File: src/rtl/pll_ctrl_pkg.sv
// Shared types and constants for the PLL configuration/lock controller.
package pll_ctrl_pkg;

    // Controller sequence: wait for config, apply it, let the PLL settle,
    // qualify lock, then either run locked or park in the failure state.
    typedef enum logic [2:0] {
        IDLE      = 3'd0,
        APPLY     = 3'd1,
        SETTLE    = 3'd2,
        WAIT_LOCK = 3'd3,
        LOCKED    = 3'd4,
        FAIL      = 3'd5
    } pll_ctrl_state_e;

    // Divider values driven to the PLL out of reset (unity ratios).
    localparam logic [7:0]  REFDIV_DEFAULT = 8'd1;
    localparam logic [15:0] FBDIV_DEFAULT  = 16'd1;
    localparam logic [7:0]  FDIV_DEFAULT   = 8'd1;

    // A divider of zero would stall the PLL, so such configs are refused.
    function automatic logic cfg_is_legal(input logic [7:0]  refdiv,
                                          input logic [15:0] fbdiv,
                                          input logic [7:0]  fdiv);
        return (refdiv != 8'd0) && (fbdiv != 16'd0) && (fdiv != 8'd0);
    endfunction

endpackage

File: src/rtl/pll_lock_sync.sv
// Two-flop synchronizer bringing the PLL lock indication into the clk domain.
module pll_lock_sync (
    input  logic clk,
    input  logic rst_n,
    input  logic d,
    output logic q
);

    logic meta_q;
    logic sync_q;

    // First flop may go metastable; second flop gives it a full cycle to resolve.
    always_ff @(posedge clk or negedge rst_n) begin
        if (!rst_n) begin
            meta_q <= 1'b0;
            sync_q <= 1'b0;
        end else begin
            meta_q <= d;
            sync_q <= meta_q;
        end
    end

    assign q = sync_q;

endmodule

File: src/rtl/pll_ctrl.sv
// PLL controller: accepts divider configs, sequences apply/settle/lock
// qualification, reports lock, loss of lock and lock-timeout failure.
module pll_ctrl
    import pll_ctrl_pkg::*;
#(
    parameter int SETTLE_CYCLES = 16,
    parameter int STABLE_CYCLES = 32,
    parameter int LOCK_TIMEOUT  = 65535
) (
    input  logic        clk_i,
    input  logic        arst_ni,
    input  logic        cfg_valid_i,
    output logic        cfg_ready_o,
    input  logic [7:0]  cfg_refdiv_i,
    input  logic [15:0] cfg_fbdiv_i,
    input  logic [7:0]  cfg_fdiv_i,
    output logic [7:0]  refdiv_o,
    output logic [15:0] fbdiv_o,
    output logic [7:0]  fdiv_o,
    output logic        bypass_o,
    input  logic        lock_i,
    input  logic        force_bypass_i,
    output logic        locked_o,
    output logic        error_o,
    output logic        cfg_err_o,
    output logic        lock_lost_o
);

    localparam int SETTLE_W = $clog2(SETTLE_CYCLES + 1);
    localparam int STABLE_W = $clog2(STABLE_CYCLES + 1);
    localparam int TO_W     = $clog2(LOCK_TIMEOUT + 1);

    localparam logic [SETTLE_W-1:0] SETTLE_MAX  = SETTLE_W'(SETTLE_CYCLES);
    localparam logic [SETTLE_W-1:0] SETTLE_LAST = SETTLE_W'(SETTLE_CYCLES - 1);
    localparam logic [STABLE_W-1:0] STABLE_MAX  = STABLE_W'(STABLE_CYCLES);
    localparam logic [TO_W-1:0]     TO_MAX      = TO_W'(LOCK_TIMEOUT);

    pll_ctrl_state_e state_q;
    pll_ctrl_state_e state_d;

    logic                lock_s;
    logic [SETTLE_W-1:0] settle_cnt_q;
    logic [SETTLE_W-1:0] settle_inc;
    logic [STABLE_W-1:0] stable_cnt_q;
    logic [STABLE_W-1:0] stable_inc;
    logic [TO_W-1:0]     timeout_cnt_q;
    logic [TO_W-1:0]     timeout_inc;

    logic [7:0]  refdiv_q;
    logic [15:0] fbdiv_q;
    logic [7:0]  fdiv_q;
    logic        error_q;
    logic        cfg_err_q;
    logic        lock_lost_q;

    logic cfg_fire;
    logic cfg_ok;
    logic load_cfg;
    logic cfg_err_d;
    logic lock_lost_d;

    // Lock from the PLL is asynchronous; only the synchronized copy is used.
    pll_lock_sync u_lock_sync (
        .clk   (clk_i),
        .rst_n (arst_ni),
        .d     (lock_i),
        .q     (lock_s)
    );

    assign cfg_ready_o = (state_q == IDLE) || (state_q == LOCKED) || (state_q == FAIL);
    assign cfg_fire    = cfg_valid_i && cfg_ready_o;
    assign cfg_ok      = cfg_is_legal(cfg_refdiv_i, cfg_fbdiv_i, cfg_fdiv_i);

    // Saturating increments so no counter can ever wrap.
    assign settle_inc  = (settle_cnt_q == SETTLE_MAX)  ? settle_cnt_q  : settle_cnt_q  + SETTLE_W'(1);
    assign stable_inc  = (stable_cnt_q == STABLE_MAX)  ? stable_cnt_q  : stable_cnt_q  + STABLE_W'(1);
    assign timeout_inc = (timeout_cnt_q == TO_MAX)     ? timeout_cnt_q : timeout_cnt_q + TO_W'(1);

    // State register.
    always_ff @(posedge clk_i or negedge arst_ni) begin
        if (!arst_ni) begin
            state_q <= IDLE;
        end else begin
            state_q <= state_d;
        end
    end

    // Next-state logic and one-cycle control strobes.
    always_comb begin
        state_d     = state_q;
        load_cfg    = 1'b0;
        cfg_err_d   = 1'b0;
        lock_lost_d = 1'b0;
        case (state_q)
            IDLE, FAIL: begin
                if (cfg_fire) begin
                    if (cfg_ok) begin
                        load_cfg = 1'b1;
                        state_d  = APPLY;
                    end else begin
                        cfg_err_d = 1'b1;
                    end
                end
            end
            APPLY: begin
                state_d = SETTLE;
            end
            SETTLE: begin
                if (settle_cnt_q == SETTLE_LAST) begin
                    state_d = WAIT_LOCK;
                end
            end
            WAIT_LOCK: begin
                // A lock qualification completing on the timeout cycle wins.
                if (lock_s && (stable_inc == STABLE_MAX)) begin
                    state_d = LOCKED;
                end else if (timeout_inc == TO_MAX) begin
                    state_d = FAIL;
                end
            end
            LOCKED: begin
                // A new config takes precedence over a coincident lock drop.
                if (cfg_fire) begin
                    if (cfg_ok) begin
                        load_cfg = 1'b1;
                        state_d  = APPLY;
                    end else begin
                        cfg_err_d = 1'b1;
                    end
                end else if (!lock_s) begin
                    lock_lost_d = 1'b1;
                    state_d     = WAIT_LOCK;
                end
            end
            default: begin
                state_d = IDLE;
            end
        endcase
    end

    // Settle, stable-lock and timeout counters; each clears outside its state.
    always_ff @(posedge clk_i or negedge arst_ni) begin
        if (!arst_ni) begin
            settle_cnt_q  <= '0;
            stable_cnt_q  <= '0;
            timeout_cnt_q <= '0;
        end else begin
            settle_cnt_q  <= (state_q == SETTLE) ? settle_inc : '0;
            if (state_q == WAIT_LOCK) begin
                stable_cnt_q  <= lock_s ? stable_inc : '0;
                timeout_cnt_q <= timeout_inc;
            end else begin
                stable_cnt_q  <= '0;
                timeout_cnt_q <= '0;
            end
        end
    end

    // Divider registers: only an accepted, legal config changes them.
    always_ff @(posedge clk_i or negedge arst_ni) begin
        if (!arst_ni) begin
            refdiv_q <= REFDIV_DEFAULT;
            fbdiv_q  <= FBDIV_DEFAULT;
            fdiv_q   <= FDIV_DEFAULT;
        end else if (load_cfg) begin
            refdiv_q <= cfg_refdiv_i;
            fbdiv_q  <= cfg_fbdiv_i;
            fdiv_q   <= cfg_fdiv_i;
        end
    end

    // Status flags: sticky failure plus single-cycle event pulses.
    always_ff @(posedge clk_i or negedge arst_ni) begin
        if (!arst_ni) begin
            error_q     <= 1'b0;
            cfg_err_q   <= 1'b0;
            lock_lost_q <= 1'b0;
        end else begin
            if (load_cfg) begin
                error_q <= 1'b0;
            end else if (state_d == FAIL) begin
                error_q <= 1'b1;
            end
            cfg_err_q   <= cfg_err_d;
            lock_lost_q <= lock_lost_d;
        end
    end

    assign refdiv_o    = refdiv_q;
    assign fbdiv_o     = fbdiv_q;
    assign fdiv_o      = fdiv_q;
    assign locked_o    = (state_q == LOCKED);
    assign bypass_o    = (state_q == LOCKED) ? force_bypass_i : 1'b1;
    assign error_o     = error_q;
    assign cfg_err_o   = cfg_err_q;
    assign lock_lost_o = lock_lost_q;

endmodule

File: config.mk
export PLATFORM = sky130hd
export DESIGN_NAME = pll_ctrl
export DESIGN_NICKNAME = d
export VERILOG_FILES = /design/src/rtl/pll_ctrl_pkg.sv /design/src/rtl/pll_lock_sync.sv /design/src/rtl/pll_ctrl.sv
export SDC_FILE = /design/constraint.sdc
export NUM_CORES = 1
export LEC_CHECK = 0
export ABC_CLOCK_PERIOD_IN_PS = 2600
export CAP_MARGIN = 25
export CORE_UTILIZATION = 42
export DETAILED_ROUTE_END_ITERATION = 10
export PLACE_DENSITY = 0.72
export SYNTH_ARGS = -nofsm -noshare
export SYNTH_HDL_FRONTEND = slang
export SYNTH_SLANG_ARGS = --single-unit
File: constraint.sdc
create_clock -name clk_i -period 2.6 [get_ports clk_i]
set_clock_uncertainty 0.05 [all_clocks]
set_input_delay 0.39 -clock clk_i [delete_from_list [all_inputs] [get_ports clk_i]]
set_output_delay 0.39 -clock clk_i [all_outputs]
set_load 0.01 [all_outputs]
# [After elaboration in Yosys (flattened, before gate mapping)]
# Cells that the tools add are included.
[classes] add_sub_neg=3 n_eq_ne=13 n_mux=27 reduce_logical=13
[op_table] operator="16-bit equality test, second input constant" count=2
[op_table] operator="16-bit two-way mux" count=2
[op_table] operator="3-bit two-way mux" count=7
[op_table] operator="6-bit two-way mux" count=3
[op_table] operator="16-bit by 1-bit adder with 16-bit output, second input constant" count=1
[op_table] operator="16-bit nonzero test" count=1
[op_table] operator="8-bit nonzero test" count=2
[op_table] operator="3-bit case mux with 5 select lines" count=1
[op_table] operator="6-bit equality test, second input constant" count=2
[op_table] operator="1-bit two-way mux" count=12
[op_table] operator="5-bit two-way mux" count=2
[op_table] operator="3-bit equality test, second input constant" count=3
[op_table] operator="6-bit by 1-bit adder with 6-bit output, second input constant" count=1
[op_table] operator="3-bit by 2-bit equality test with 1-bit output, second input constant" count=2
[op_table] operator="5-bit by 1-bit adder with 5-bit output, second input constant" count=1
[op_table] operator="5-bit by 4-bit equality test with 1-bit output, second input constant" count=1
[op_table] operator="5-bit equality test, second input constant" count=1
[op_table] operator="1-bit logical AND" count=4
[op_table] operator="3-bit by 1-bit equality test with 1-bit output, second input constant" count=1
[op_table] operator="3-bit logical NOT" count=1
[op_table] operator="3-bit OR reduction" count=1
[op_table] operator="1-bit logical OR" count=2
[op_table] operator="2-bit inequality test, second input constant" count=1
[op_table] operator="2-bit nonzero test" count=1
[op_table] operator="2-bit OR reduction" count=1
[word_totals] register_bits=67 input_bits=37 out_inout_bits=38 wordCells=68

# [Logic depth before layout (Yosys ltp)]
# Gate-level depths: netlist of the first run.
[depth] ltp_word=9 mapped_depth=9 ltp_nobuf=8

# [Cells and area by module]
# From an unflattened synthesis of the first run, not the netlist that was laid out.
[hier_totals] cells_unflattened=295 hier_area_um2=3248.1
[by_module_without_submodules] mod="pll_ctrl" instances=1 cells_per_inst=293 area_per_inst_um2=3198.1 seq_area_each_um2=1630.3
[by_module_without_submodules] mod="pll_lock_sync" instances=1 cells_per_inst=2 area_per_inst_um2=50.0 seq_area_each_um2=50.0

# [Least setup slack after synthesis of the first run]
# OpenSTA, ideal clock, no wires.
[synth_timing] path_type="register -> register" from="register timeout_cnt_q[0]" to="register state_q[1]" setup_time_ps=120 arrival_ps=2378 required_ps=2430 slack_ps=52 path_stages_with_launch=9 n_path_buf=1 synth_period_minus_slack_ps=2548 cell_sequence="dfrtp_1 ha_1 nand3_2 buf_6 or4_4 o21ai_1 o2111ai_1 or4_1 a31o_1"
[synth_between] elab_chain_len=6 word_cells_on_any_way=7 cone_classes="1 x add/sub; 2 x eq/ne; 4 x mux"
[synth_rtl] item="start, declared" line_no="pll_ctrl.sv:46" text="logic [TO_W-1:0] timeout_cnt_q;"
[synth_rtl] item="start signal, assigned" line_no="pll_ctrl.sv:151" text="timeout_cnt_q <= timeout_inc;"
[synth_rtl] item="16-bit by 1-bit adder with 16-bit output / 16-bit equality test (equally long branches)" line_no="pll_ctrl.sv:77" text="assign timeout_inc = (timeout_cnt_q == TO_MAX) ? timeout_cnt_q : timeout_cnt_q + TO_W'(1);"
[synth_rtl] item="16-bit two-way mux (*)" line_no="pll_ctrl.sv:77"
[synth_rtl] item="16-bit equality test (*)" line_no="pll_ctrl.sv:117" text="end else if (timeout_inc == TO_MAX) begin"
[synth_rtl] item="3-bit two-way mux (*)" line_no="pll_ctrl.sv:117"
[synth_rtl] item="3-bit two-way mux (*)" line_no="pll_ctrl.sv:115" text="if (lock_s && (stable_inc == STABLE_MAX)) begin"
[synth_rtl] item="3-bit case mux with 5 select lines (*)" line_no="pll_ctrl.sv:94" text="case (state_q)"
[synth_rtl] item="named net state_d[1]" line_no="pll_ctrl.sv:39" text="pll_ctrl_state_e state_d;"
[synth_rtl] item="end signal, assigned" line_no="pll_ctrl.sv:84" text="state_q <= state_d;"
[synth_rtl] item="end, declared" line_no="pll_ctrl.sv:38" text="pll_ctrl_state_e state_q;"
# The timed path passes the listed nets; every way through them passes the cells marked *.
# A chain may end at the register's enable or synchronous reset.

# [Worst setup path in the final report of the first run]
[layout_timing] from="register timeout_cnt_q[1]" to="register state_q[1]"
# Same word-level chain as after synthesis.

==> flow_metrics.tcl, run 1 <==
set metrics [dict create \
    status "completed" \
    die_x_um 89.6 \
    p_seq_share_pct 44.9 \
    synth_top_area_cell "dfrtp_1" \
    initial_core_util_pct 43.9 \
    grt_max_degree 30 \
    multi_input_area_um2 1470 \
    wl_per_cell_um 15.2 \
    r2r_end "state_q[1]" \
    hold_violations 0 \
    htree_num_levels 3 \
    maxCapViolations 0 \
    overflow 0 \
    yosysSeqAreaShare_pct 52.2 \
    clockRootBuffer "clkbuf_8" \
    post-route-worst-setup-slack_ns 0.116 \
    rows 31 \
    cp_cell_sequence "ha_4 -> nand3_4 -> or4_4 -> o21ai_1 -> o2111ai_1 -> or4_1 -> a31o_1" \
    finalCritPeriodShare_pct 95.5 \
    cp_slowest_cell "or4_4" \
    ys.flop_type "dfrtp_1" \
    syn_to_final_growth_pct 36.4 \
    finalSetupTns_ns 0 \
    drv_slew 0 \
    routed_wl_um 7360 \
    setup_viol 0 \
    layout.nets 424 \
    tritoncts "yes" \
    fin_hold_ws_ns 0.0296 \
    slew_headroom_pct 48.2 \
    reg2reg_from "timeout_cnt_q[1]" \
    dpl_cell_area_um2 4130 \
    final_area_um2 4390 \
    yosys.cell_types.count 49 \
    cp-start-kind "flop" \
    clkPwrFrac_pct 33.7 \
    syn_avg_cell_area_um2 11.0 \
    dieArea_um2 8020 \
    synth_top_cell_area_share_pct 49.7 \
    synth_edf_count 0 \
    rsz0062_at_grt "no" \
    yosys-top-cells-area "dfrtp_1 50%, mux2_2 11%, xnor2_1 3.0%" \
    grt_pass1_wl_um 12000 \
    fmax_ghz 0.403 \
    grt.total_usage_pct 20.2 \
    grt_pass1_vias 2480 \
    place_ws_ns 0.124 \
    numPortBuffers 74 \
    crit_family "simple AND/OR/NAND/NOR gates" \
    worst-setup-path-type "reg -> reg" \
    syn_nets 335 \
    ff_latch_area_um2 1680 \
    synth.ff_latch_count 67 \
    fp.coreArea_um2 7330 \
    p_per_area_nw_per_um2 641 \
    reg2reg_depth 7 \
    p_leak_nw 1.83 \
    period_needed_ns 2.48 \
    final_layout_size_suffix_gt1_share_pct 18.7 \
    final_common_cell "clkdlybuf4s50_1" \
    r2r_setup_slack_ns 0.12 \
    crit_fanout 7 \
    vias 2575 \
    avgViaCountPerCell 5.31 \
    clockBufferDepth 2 \
    power_switching_w 0.000798 \
    cpPeakStageDelay_ns 0.56 \
    yosys_warnings 0 \
    io_pins 75 \
    postSynthCellCount 292 \
    drtIter0Drc 154 \
    irDropWorstVdd_mv 0.467 \
    diodes 0 \
    place.gp.congestion 0.893 \
    worst_setup_path_end_kind "flop" \
    layout_common_cells "73 x clkdlybuf4s50_1, 64 x dfrtp_1, 32 x mux2_2, 24 x nor2_1, 19 x nand2_1" \
    total_power_w 0.00281 \
    clk_latency_ns 0.34 \
    critPathBufInv 0 \
    clkSinkCount 67 \
    intPower_w 0.00202 \
    swShare_pct 28.4 \
    final_antenna_net_count 0 \
    drtPass1Iterations 4 \
    async_flop_share_pct 100 \
    route.detailed.drc 0 \
    combPwrFrac_pct 21.4 \
    cts_buffers 9 \
    hpwl_um 5310 \
    arrival_ns 2.67 \
    antenna_found_initial 0 \
    syn_area_um2 3220 \
    fillers 577 \
    worstMarginPinSlew_ns 0.767 \
    cts.reportedPaths.clkPinSlew_ns 0.08 \
    hold_class "in -> async" \
    die_y_um 89.6 \
    critical_path_required_ns 2.79 \
]
==> power groups by stage <==
stage	Sequential, W	Clock (W)	Combinational, W
after CTS	0.00125	0.000969	0.000591
after global placement	0.00127	0	0.000571
after global routing	0.00128	0.00101	0.000669
after floorplan	0.00128	0	0.000287
after detailed placement	0.00127	0	0.000586
final	0.00126	0.000949	0.000601
==> what timing repair did <==
item / 4_1_cts / 5_1_grt
resized for setup: 0 / 4
hold buffers: 0 / 0
setup buffers: 0 / 2
setup endpoints to repair: 0 / 1
==> worst max path at each step <==
stage                     cells after the start        startpoint          to
after floorplan                               8  timeout_cnt_q[0]  state_q[1]
after global placement                        7    cfg_fbdiv_i[1]   fdiv_o[6]
after detailed placement                      7  timeout_cnt_q[1]  state_q[1]
after CTS                                     7  timeout_cnt_q[1]  state_q[1]
after global routing                          6   stable_cnt_q[3]     error_o
final                                         7  timeout_cnt_q[1]  state_q[1]
==> cells in the mapped netlist (2+ instances only) <==
cell type	n
nand3b_1	2
buf_2	2
nor4b_1	2
o21ai_0	6
nor3_1	5
o21a_1	2
a21oi_1	7
nor4_1	15
o22ai_1	3
nand2_1	19
clkbuf_1	7
mux2_1	2
xor2_1	6
xnor2_1	11
dfstp_2	3
nand4_1	5
and2_1	4
nand3_1	9
and3_1	8
inv_1	12
nor2b_1	2
nand3_2	2
nand2b_1	2
nor3b_1	3
ha_1	6
mux2i_1	2
a31oi_1	5
dfrtp_1	64
a211oi_1	2
nor2_1	24
mux2_2	32
==> cell type report <==
| type | count | share of cell area (%) |
|---|---|---|
| clock buffers | 9 | 2.82 |
| clock inverters | 7 | 2.08 |
| inverters | 12 | 1.03 |
| multi-input cells | 203 | 33.5 |
| flip-flops and latches | 67 | 38.3 |
| well taps | 99 | 2.82 |
| repair buffers | 88 | 19.4 |
==> flip-flops by register name, summed over array words and instances (netlist names) <==
register            count
cfg_err_o               1
error_o                 1
fbdiv_o                16
fdiv_o                  8
lock_lost_o             1
refdiv_o                8
settle_cnt_q            5
stable_cnt_q            6
state_q                 3
timeout_cnt_q          16
u_lock_sync.meta_q      1
u_lock_sync.q           1
==> stage by stage <==
stage / std cells / util [%]
floorplan: 292 / -
global placement: 467 / 56.4
detailed placement: 467 / 56.4
CTS: 483 / 59.3
global route: 485 / 59.9
finish: 485 / 59.9
==> routing by layer <==
layer | vias up | GRT usage, % | part of all wire, %
li1 | 1226 | - | -
met4 | 0 | 6.64 | 0.86
met3 | 7 | 9.70 | 10
met2 | 110 | 29.6 | 45
met5 | - | 0 | 0
met1 | 1232 | 26.1 | 43
==> kinds of logic after synthesis <==
logic type	share of synthesized area [%]
muxes	12.5
buffers and inverters	2.88
xor gates and xnor gates	4.62
adders and majority gates	2.33
AOI/OAI and AO/OA	7.07
and+or+nand+nor	18.4
DFF	52.2
(Power assumes the default switching activity.)
==> inputs of run 2 (changes only) <==
- ABC_CLOCK_PERIOD_IN_PS: 2600 -> 2800
- PLACE_DENSITY: 0.72 -> 0.69
- clock period: 2.6 -> 2.8 ns (I/O delays scaled with it)
==> flow_metrics.tcl, run 2 (synthesis gave the netlist of run 1 again) <==
set metrics [dict create \
    status "completed" \
    drtPass1Iterations 4 \
    drv_slew 0 \
    cpPeakStageDelay_ns 0.57 \
    io_pins 75 \
    dieArea_um2 8020 \
    cp_slowest_cell "or4_4" \
    final_layout_size_suffix_gt1_share_pct 16.8 \
    irDropWorstVdd_mv 0.330 \
    worstMarginPinSlew_ns 0.858 \
    met2_usage_pct 30.6 \
    slew_headroom_pct 42.0 \
    period_needed_ns 2.61 \
    drtIter0Drc 85 \
    place_inst 463 \
    ctsResizeCount 0 \
    crit_fanout 7 \
    critical_path_required_ns 3.00 \
    cts_setup_buffers 0 \
    initial_core_util_pct 43.9 \
    fillers 591 \
    wl_per_cell_um 14.4 \
    clk_latency_ns 0.35 \
    cp-startpoint "timeout_cnt_q[1]" \
    finalCritPeriodShare_pct 93.3 \
    grt_pass1_vias 2536 \
    met1_usage_pct 23.0 \
    grt_max_degree 42 \
    hold_class "in -> async" \
    cp-start-kind "flop" \
    place.gp.congestion 0.831 \
    vias 2508 \
    grt_pass1_wl_um 11500 \
    finalSetupTns_ns 0 \
    layout.nets 418 \
    die_y_um 89.6 \
    die_x_um 89.6 \
    cp_cell_sequence "ha_1 -> nand3_2 -> or4_4 -> o21ai_1 -> o2111ai_1 -> or4_1 -> a31o_1" \
    crit_family "simple AND/OR/NAND/NOR gates" \
    avgViaCountPerCell 5.24 \
    p_leak_nw 1.80 \
    p_per_area_nw_per_um2 574 \
    worst-setup-path-type "reg -> reg" \
    postCtsHoldBufs 0 \
    antenna_found_initial 0 \
    rsz0062_at_grt "no" \
    setup_viol 0 \
    cts_buffers 9 \
    rows 31 \
    htree_num_levels 3 \
    fmax_ghz 0.383 \
    overflow 0 \
    hold_violations 0 \
    tritoncts "yes" \
    diodes 0 \
    critPathBufInv 0 \
    numPortBuffers 74 \
    grt_util_met3_pct 10.2 \
    clockBufferDepth 2 \
    fp.coreArea_um2 7330 \
    routed_wl_um 6920 \
    reg2reg_from "timeout_cnt_q[1]" \
    top_usage_layer "met2" \
    syn_to_final_growth_pct 33.7 \
    final_antenna_net_count 0 \
    clkSinkCount 67 \
    worst_setup_path_end_kind "flop" \
    layout_common_cells "73 x clkdlybuf4s50_1, 64 x dfrtp_1, 32 x mux2_2, 24 x nor2_1, 19 x nand2_1" \
    clockRootBuffer "clkbuf_8" \
    instances_no_fill 479 \
    final_common_cell "clkdlybuf4s50_1" \
    arrival_ns 2.81 \
    maxCapViolations 0 \
    cts.reportedPaths.clkPinSlew_ns 0.08 \
    route.detailed.drc 0 \
    grt.total_usage_pct 19.5 \
    hpwl_um 4990 \
]
==> run 2: cell count changes in the layout (fill, tap and decap cells not counted), moves of 2 or more <==
cell,delta
buf_4,-7
bufinv_16,-2
clkbuf_8,+2
clkinv_4,+2
==> run 2: through the flow <==
| step | total power (W) | setup slack, ns | util [%] | hold slack (ns) | instance area [um^2] |
|---|---|---|---|---|---|
| after global routing | 0.00262 | 0.0174 | 58.7 | 0.0800 | 4300 |
| after detailed placement | 0.00172 | 0.205 | 56.2 | 0.288 | 4120 |
| after CTS | 0.00250 | 0.201 | 58.7 | 0.0556 | 4300 |
| after floorplan | 0.00145 | 0.252 | - | 0.0744 | 3220 |
| final | 0.00247 | 0.188 | 58.7 | 0.0351 | 4300 |
| after global placement | 0.00171 | 0.243 | 56.2 | 0.288 | 4120 |
==> run 2: per-layer routing <==
layer / wire length, um / up-vias / share of wire (%)
met2: 3280 / 76 / 47
met5: 0 / - / 0
li1: - / 1222 / -
met4: 86 / 0 / 1.2
met1: 2930 / 1201 / 42
met3: 622 / 9 / 9.0
==> run 2: area by class of cell <==
class | instances | area [um^2] | area share [%]
Inverter | 12 | 45.0 | 1.05
Sequential cell | 67 | 1680 | 39.0
Clock inverter | 5 | 36.3 | 0.843
Multi-Input combinational cell | 203 | 1450 | 33.6
Timing Repair Buffer | 82 | 821 | 19.1
Tap cell | 99 | 124 | 2.88
Clock buffer | 11 | 151 | 3.52
==> run 2: final timing paths <==
path                                    end  slack, ns  cells after the start
max                              state_q[1]       0.19                      7
min                        timeout_cnt_q[8]       0.04                      1
max reg2reg                      state_q[1]       0.19                      7
min reg2reg                   u_lock_sync.q       0.32                      0
max in group asynchronous        fbdiv_o[0]       1.96                      2
min in group clk_i            u_lock_sync.q       0.32                      0
==> run 2: power by group <==
part | switching (W) | internal, W
sequential | 0.0000861 | 0.00108
combinational | 0.000252 | 0.000284
clock | 0.000397 | 0.000373
total | 0.000735 | 0.00173
==> RTL edit: new RTL, flow settings as in run 1 <==
`STABLE_CYCLES`: 32 -> 64.
--- a/src/rtl/pll_ctrl.sv
+++ b/src/rtl/pll_ctrl.sv
@@ -4,7 +4,7 @@
     import pll_ctrl_pkg::*;
 #(
     parameter int SETTLE_CYCLES = 16,
-    parameter int STABLE_CYCLES = 32,
+    parameter int STABLE_CYCLES = 64,
     parameter int LOCK_TIMEOUT  = 65535
 ) (
     input  logic        clk_i,
Formal check against the unedited RTL: same outputs for any inputs over 10 cycles, from zero or initial values and one cycle with arst_ni low; that may be too few to reach the edited logic, so the function may still have changed.
==> RTL edit against run 1 <==
- count of clock-buffer cells in the layout rose by 1
- sequential share of layout area fell by 0.49 points
- critical path depth rose by 1
- synthesized area rose by 3.8%
- sequential cell count rose by 1
- cell count rose by 2.1%
- setup slack improved by 0.040 ns
- utilization fell by 1.4 points
- design area rose by 2.9%
- non-clock buffer count fell by 5
- critical endpoint is now error_o
- critical path type unchanged
- routed wire length fell by 0.49%
Power is not compared: it rests on default switching activity, and its combinational part moved more than twofold at a synthesized area within 25%.
==> RTL edit: results (changes against run 1) <==
| Metric | Value |
|---|---|
| Worst hold path class | `input pin to async pin` |
| DP Area | `4242 um^2 (+2.6%)` |
| Clock latency on the worst-skew pair | `0.34 ns (about the same)` |
| Synth top cells by count | `dfrtp_1 (65), mux2_2 (33), nor2_1 (29)` |
| Yosys cell types | `46 (-6.1%)` |
| Tot GR Track Use | `18.70% (-1.5 points)` |
| 1st-pass router iterations | `4 (unchanged)` |
| Cells after Synth | `305 (+4.5%)` |
| Fmax | `409.2 MHz (+1.6%)` |
| Status | `complete, no violations` |
| CTS root buf | `clkbuf_8` |
| Worst vdd ir | `0.5495 mV` |
| Leakage power | `1.867 nW` |
| Nets | `431 (+1.7%)` |
| Port bufs | `74 (unchanged)` |
| Worst-Margin Slew | `0.7469 ns (-0.01979 ns)` |
| DP HPWL | `5.359 mm (+1.0%)` |
| Clock transition at path regs | `0.08 ns (about the same)` |
| Clock buffer depth | `2 (unchanged)` |
| Slowest-stage cell, CP | `nor4_1` |
| Largest net degree at the start of global routing | `35 (+17%)` |
| Diode count | `0 (unchanged)` |
| H-tree Lvls | `3 (unchanged)` |
| Placed Cells | `479 (+2.6%)` |
| Yosys warns | `0 (unchanged)` |
| Ys async rst share | `100.0% (unchanged)` |
| CP Launch Type | `flop` |
| Iteration-0 DRC Markers | `139 (-9.7%)` |
| Syn nets | `348 (+3.9%)` |
| Vias per cell | `5.200 (-2.1%)` |
| Routed WL per cell | `14.79 um (-2.5%)` |
| Worst-path fanout max | `6 (-1)` |
| Pre-CTS WS | `0.07019 ns (-0.05340 ns)` |
| Cts hold-fix bufs | `0 (unchanged)` |
| CTS Buf Count | `9 (unchanged)` |
| Share of layout cells above drive strength 1 | `18.32% (-0.33 points)` |
| Critical Path AT | `2.67 ns (about the same)` |
| Routed WL | `7.320 mm (-0.49%)` |
| Initial antenna violation count | `0 (unchanged)` |
| CP max stage delay | `0.46 ns (-0.10 ns)` |
| Top post-synthesis cells by area | `dfrtp_1 (49%), mux2_2 (11%), nor2_1 (3.3%), xor2_1 (2.9%), xnor2_1 (2.6%)` |
| Resized Gates After CTS | `0 (unchanged)` |
| First-pass GRT wire length | `12.25 mm (+2.0%)` |
| Final Hold Fails | `0 (unchanged)` |
| R2R Path Start | `stable_cnt_q[0]` |
| Number of global-route vias before repair | `2,525 (+1.8%)` |
| Post-synthesis sequential area ratio | `51.03% (-1.2 points)` |
| Post-CTS Repair Setup Buffers | `0 (unchanged)` |
| GPL Wtd Cong | `0.8318 (-6.9%)` |
RTL edit: worst max-delay path, delay by kind of cell (launching register included):
family          cells  cell delay (ns)
buf+inv             1             0.11
compound gates      2             0.43
mux                 1             0.38
simple gates        3             0.81
fa+ha+maj           1             0.16
flops               1             0.43
RTL edit: metal layers:
metal  track usage (%)  vias up  share of wire (%)
met5                 0        -                  0
met4             6.481        0                1.7
met3             5.444       11                3.8
met2             28.72       55                 47
met1             25.23     1248                 47
li1                  -     1260                  -
RTL edit: cells by family after synthesis:
logic type,count (synthesis),synth area share [%]
buf+inv,22,2.546
xor+xnor,21,5.503
flops,68,51.03
simple gates,116,19.13
fa+ha+maj,6,2.246
mux,35,11.72
compound gates,37,7.825
RTL edit: worst paths after layout:
| kind | end | slack (ns) | cells after the start |
|---|---|---|---|
| worst max-delay path | error_o | 0.16 | 8 |
| worst min-delay path | fbdiv_o[3] | 0.02 | 1 |
| worst max register to register | error_o | 0.16 | 8 |
| worst min register to register | u_lock_sync.q | 0.33 | 0 |
| max in group asynchronous | fdiv_o[0] | 1.70 | 2 |
| min in group clk_i | u_lock_sync.q | 0.33 | 0 |
RTL edit: layout make-up:
class / instances / area [um^2]
Multi-Input combinational cell: 215 / 1562
Sequential cell: 68 / 1707
Clock buffer: 10 / 127.6
Timing Repair Buffer: 83 / 815.8
Inverter: 11 / 41.29
Clock inverter: 6 / 136.4
Fill cell: 643 / 3211
Tap cell: 102 / 127.6
RTL edit: report_power, final:
group	switching, mW	internal (mW)
registers	0.192	1.38
logic	0.519	0.760
clock network	0.405	0.736
total	1.12	2.88
